===== src/rtl/mem_ctrl_burst.sv =====
// mem_ctrl_burst: byte-serial burst RAM/IO controller arbitrating I-cache refills and LSB loads/stores.
// Define MC_RR_ARB_EN for round-robin arbitration; otherwise the LSB has fixed priority.
module mem_ctrl_burst #(
  parameter int ADDR_W = 32,
  parameter int IC_LINE_BYTES = 4,
  parameter int IO_SEL_HI = 17,
  parameter int IO_SEL_LO = 16
) (
  input  logic                       clk_in,
  input  logic                       rst_n_in,
  input  logic                       rdy_in,
  input  logic                       clr_in,
  input  logic                       io_buffer_full,
  input  logic [7:0]                 mem_din,
  output logic [7:0]                 mem_dout,
  output logic [ADDR_W-1:0]          mem_a,
  output logic                       mem_wr,
  input  logic                       ic_req,
  input  logic [ADDR_W-1:0]          ic_addr,
  output logic                       ic_ready,
  output logic [IC_LINE_BYTES*8-1:0] ic_line,
  input  logic                       lsb_req,
  input  logic                       lsb_wr,
  input  logic [1:0]                 lsb_len,
  input  logic [ADDR_W-1:0]          lsb_addr,
  input  logic [31:0]                lsb_wdata,
  output logic                       lsb_ready,
  output logic [31:0]                lsb_rdata
);
  localparam int LW = IC_LINE_BYTES * 8;
  typedef enum logic [1:0] {IDLE, READ, WRITE, DONE} state_t;
  state_t state, state_n;
  logic [ADDR_W-1:0] addr_n;
  logic wr, wr_n, is_ic, is_ic_n, pick_ic, accept, stall, last, ic_rdy_n, lsb_rdy_n;
  logic [6:0] k, k_n, n, n_n;
  logic [LW-1:0] data, data_n, line_n;
  logic [31:0] rdata_n;
`ifdef MC_RR_ARB_EN
  logic last_ic;
  assign pick_ic = ic_req && (!lsb_req || !last_ic);
  always_ff @(posedge clk_in or negedge rst_n_in)
    if (!rst_n_in) last_ic <= 1'b1;
    else if (rdy_in && accept) last_ic <= pick_ic;
`else
  assign pick_ic = ic_req && !lsb_req;
`endif
  assign accept = state == IDLE && !clr_in && (ic_req || lsb_req);
  // A store into the IO region bubbles while the IO write buffer is full
  assign stall = wr && (&mem_a[IO_SEL_HI:IO_SEL_LO]) && io_buffer_full;
  assign last = k == n - 7'd1;
  assign mem_wr = wr && !stall;
  assign mem_dout = wr ? data[{k, 3'b000} +: 8] : 8'h00;
  always_comb begin
    state_n = state;
    addr_n = mem_a;
    wr_n = wr;
    k_n = k;
    n_n = n;
    is_ic_n = is_ic;
    data_n = data;
    line_n = ic_line;
    rdata_n = lsb_rdata;
    ic_rdy_n = 1'b0;
    lsb_rdy_n = 1'b0;
    case (state)
      IDLE: begin
        addr_n = '0;
        if (accept) begin
          state_n = (pick_ic || !lsb_wr) ? READ : WRITE;
          addr_n = pick_ic ? ic_addr : lsb_addr;
          wr_n = !pick_ic && lsb_wr;
          k_n = '0;
          n_n = pick_ic ? 7'(IC_LINE_BYTES) : lsb_len == 2'd0 ? 7'd1 : lsb_len == 2'd1 ? 7'd2 : 7'd4;
          is_ic_n = pick_ic;
          data_n = (!pick_ic && lsb_wr) ? LW'(lsb_wdata) : '0;
        end
      end
      READ: begin
        if (clr_in) begin
          state_n = IDLE;
          addr_n = '0;
        end else begin
          data_n[{k, 3'b000} +: 8] = mem_din;
          k_n = k + 7'd1;
          addr_n = mem_a + ADDR_W'(1);
          if (last) begin
            state_n = DONE;
            line_n = is_ic ? data_n : ic_line;
            rdata_n = is_ic ? lsb_rdata : data_n[31:0];
            ic_rdy_n = is_ic;
            lsb_rdy_n = !is_ic;
          end
        end
      end
      WRITE: begin
        if (!stall) begin
          k_n = k + 7'd1;
          addr_n = last ? mem_a : mem_a + ADDR_W'(1);
          wr_n = !last;
          state_n = last ? DONE : WRITE;
          lsb_rdy_n = last;
        end
      end
      default: state_n = IDLE;
    endcase
  end
  always_ff @(posedge clk_in or negedge rst_n_in)
    if (!rst_n_in) begin
      state <= IDLE;
      mem_a <= '0;
      wr <= 1'b0;
      k <= '0;
      n <= '0;
      is_ic <= 1'b0;
      data <= '0;
      ic_line <= '0;
      lsb_rdata <= '0;
      ic_ready <= 1'b0;
      lsb_ready <= 1'b0;
    end else if (rdy_in) begin
      state <= state_n;
      mem_a <= addr_n;
      wr <= wr_n;
      k <= k_n;
      n <= n_n;
      is_ic <= is_ic_n;
      data <= data_n;
      ic_line <= line_n;
      lsb_rdata <= rdata_n;
      ic_ready <= ic_rdy_n;
      lsb_ready <= lsb_rdy_n;
    end
endmodule


===== config.mk =====
export PLATFORM = sky130hd
export DESIGN_NAME = mem_ctrl_burst
export DESIGN_NICKNAME = d
export VERILOG_FILES = /design/src/rtl/mem_ctrl_burst.sv
export SDC_FILE = /design/constraint.sdc
export NUM_CORES = 1
export LEC_CHECK = 0
export ABC_AREA = 1
export CAP_MARGIN = 20
export CORE_MARGIN = 2
export CORE_UTILIZATION = 45
export DETAILED_ROUTE_END_ITERATION = 6
export HOLD_SLACK_MARGIN = 0.05
export PLACE_DENSITY = 0.8
export SLEW_MARGIN = 10
export SYNTH_ARGS = -nofsm -noshare
export SYNTH_HDL_FRONTEND = slang
export SYNTH_SLANG_ARGS = --single-unit

===== constraint.sdc =====
create_clock -name clk_in -period 2.1 [get_ports clk_in]
set_input_delay 0.42 -clock clk_in [delete_from_list [all_inputs] [get_ports clk_in]]
set_output_delay 0.42 -clock clk_in [all_outputs]
set_load 0.01 [all_outputs]

==> flow_metrics.env <==
export IMPL_status="finished, violations left"
export IMPL_yosysWarnings=0
export IMPL_required_ns=1.68
export IMPL_ys_top_cells_by_area="dfrtp_1 41%, nand2_1 22%, nor2_1 6.6%, a21oi_1 5.3%, nand3_1 4.1%"
export IMPL_grt_pass1_vias=9939
export IMPL_hold_viol_final=0
export IMPL_synth_cells=1334
export IMPL_period_needed_ns=2.217
export IMPL_routed_wl_mm=31.60
export IMPL_layout_commonest_cell="nand2_1"
export IMPL_power_density_nw_per_um2=1290
export IMPL_fill_cells=1617
export IMPL_hpwl_mm=22.37
export IMPL_violations="negative setup slack"
export IMPL_synth_main_ff_cell="dfrtp_1"
export IMPL_layout_setup_ws_ns=-0.1172
export IMPL_worst_slew_pin_slew_ns=0.4097
export IMPL_port_buffers=220
export IMPL_tritoncts="built"
export IMPL_synth_edff_count=0
export IMPL_placed_cells=1835
export IMPL_min_path_type="in2async"
export IMPL_clk_latency_ns=0.43
export IMPL_slew_viol_final=0
export IMPL_worstPathArrival_ns=1.80
export IMPL_grt_overflow_total=0
export IMPL_start_util_pct=45.53
export IMPL_synth_seq_cells=144
export IMPL_design_core_area_um2=19330
export IMPL_crit_fanout=6
export IMPL_fmax_ghz=0.4510
export IMPL_clk_pin_slew_ns=0.06
export IMPL_seqCellArea_um2=3605
export IMPL_ant_nets=0
export IMPL_yosys_area_top_type="dfrtp_1"
export IMPL_grt_use_total_pct=29.81
export IMPL_num_rows=51
export IMPL_routabilityCongestion=1.013
export IMPL_cap_violations=0
export IMPL_synth_nets=1457
export IMPL_fp_dieH_um=143.9
export IMPL_vias_per_cell=5.475
export IMPL_drt_initial_drc_count=970
export IMPL_drc=0
export IMPL_period_share_pct=105.6
export IMPL_clock_sinks=144
export IMPL_finClkSkew_ns=0.009007
export IMPL_async_reset_ff_share_pct=100.0
export IMPL_final_setup_tns_ns=-0.5686
export IMPL_grt_max_degree=61
export IMPL_yosysTopAreaCellShare_pct=40.94
export IMPL_numCtsBuffers=17
export IMPL_cts_root_buf="clkbuf_16"
export IMPL_drive_above_1_share_pct=12.42
export IMPL_drtPass1Iterations=6
export IMPL_dieArea_um2=20700
export IMPL_die_w_um=143.9
export IMPL_clockBufferDepth=2
export IMPL_timing_hold_ws_ns=0.4674
export IMPL_final_util_pct=66.88
export IMPL_worstSetupPathType="reg2out"
export IMPL_ys_types=39
export IMPL_fin_total_pwr_mw=16.69
export IMPL_ioPinCount=221
export IMPL_final_setup_viol_count=8
export IMPL_slew_headroom_pct=72.58
export IMPL_ys_seq_area_share_pct=40.94
export IMPL_critPathCaptureType="output pin"
export IMPL_h_tree_depth=4
export IMPL_final_nets=1737
export IMPL_rsz0062_at_grt="yes"
export IMPL_layout_cells_most_common_list="508 x nand2_1, 210 x clkdlybuf4s50_1, 148 x nor2_1, 143 x dfrtp_1, 89 x a21oi_1"
export IMPL_wl_per_cell_um=16.69
export IMPL_syn_avg_cell_area_um2=6.598
export IMPL_final_instance_count_excl_fill=1893
export IMPL_multi_input_area_um2=4761
export IMPL_grt_pass1_wl_mm=48.61
export IMPL_cp_start_kind="flop"
export IMPL_max_vdd_ir_drop_v=0.0008282
export IMPL_power_leakage_nw=6.178
export IMPL_antenna_found_initial=0
export IMPL_num_vias=10360
export IMPL_mappedNetlistArea_um2=8802
export IMPL_syn2layout_area_growth_pct=46.91
==> final timing paths <==
path / startpoint / to / slack [ns] / cells past startpoint
max in group asynchronous: rst_n_in / k[0] / 1.05 / 3
worst min-delay path: rst_n_in / ic_line[0] / 0.47 / 2
min in group clk_in: ic_line[7] / ic_line[7] / 0.47 / 2
worst max-delay path: k[0] / mem_dout[7] / -0.12 / 6
worst max register to register: k[0] / ic_line[3] / 0.01 / 10
worst min register to register: ic_line[7] / ic_line[7] / 0.47 / 2
==> per-layer routing <==
layer	global-route usage [%]	routed length, um
met1	36.61	12120
met2	50.18	15040
met3	6.864	2960
met4	13.00	1480
met5	0	0
==> registers in the layout, summed over array words and instances, names as in the netlist <==
signal,cells
mem_a,32
data,32
lsb_rdata,32
k,7
state,2
n,3
is_ic,1
wr,1
ic_ready,1
lsb_ready,1
ic_line,32
==> cells by family (layout without fill, tap and decap cells) <==
logic type	Yosys count	after routing	synth area share (%)
other	0	1	0
DFF	144	144	40.94
buffers and inverters	156	448	7.093
adders and majority gates	9	9	1.279
xor gates and xnor gates	6	6	0.5970
AOI/OAI and AO/OA	190	190	11.54
and+or+nand+nor	829	830	38.55
==> cell type report <==
type / instances / area share, %
tap: 265 / 2.564
multi-input combinational: 1035 / 36.82
clock buffer: 19 / 3.425
timing repair buffer: 317 / 24.81
antenna: 1 / 0.01935
inverter: 98 / 2.912
timing repair inverter: 1 / 0.05805
sequential: 144 / 27.88
clock inverter: 13 / 1.519
==> critical path, cell delays in order (launching register included) <==
cell	delay, ns
dfrtp_2	0.48
buf_6	0.16
nor2_1	0.26
nor2_1	0.09
o21ai_0	0.09
a21oi_1	0.12
buf_2	0.17
==> power by group <==
| part | total [mW] | internal, mW | switching, mW | leakage [nW] |
|---|---|---|---|---|
| registers | 4.44 | 3.60 | 0.845 | 1.93 |
| logic | 8.91 | 3.94 | 4.97 | 3.94 |
| clock network | 3.33 | 2.05 | 1.29 | 0.312 |
| total | 16.7 | 9.58 | 7.10 | 6.18 |
==> through the flow <==
stage                     area [um2]  worst slack, ns
after floorplan                 8836        0.0007290
after global placement         11800         -0.06714
after detailed placement       11800          -0.1027
after CTS                      12560         -0.05218
after global routing           12930          -0.1248
final                          12930          -0.1172
==> timing repair <==
action | CTS | global route
hold buffers | 1 | 0
buffers inserted | 6 | 10
pin swaps | 11 | 17
cloned | 3 | 5
hold endpoints to repair | 35 | 0
gates resized for setup | 62 | 50
setup endpoints to repair | 91 | 140
==> Yosys cell counts (2+ instances only) <==
cell type and instances:
a21oi_1 94, a22oi_1 2, a31oi_1 2, a32oi_1 2, buf_1 8, buf_2 16, buf_6 2, clkbuf_1 31
clkinv_1 4, dfrtp_1 144, ha_1 9, inv_1 88, inv_2 6, nand2_1 525, nand2_2 2, nand3_1 72
nand4_1 45, nor2_1 155, nor2_2 5, nor3_1 16, o211ai_1 5, o21a_1 2, o21ai_0 65, o21ai_1 5
o22ai_1 2, o31ai_1 8, or2_2 3, xnor2_1 4, xor2_1 2
(Power assumes the default switching activity.)
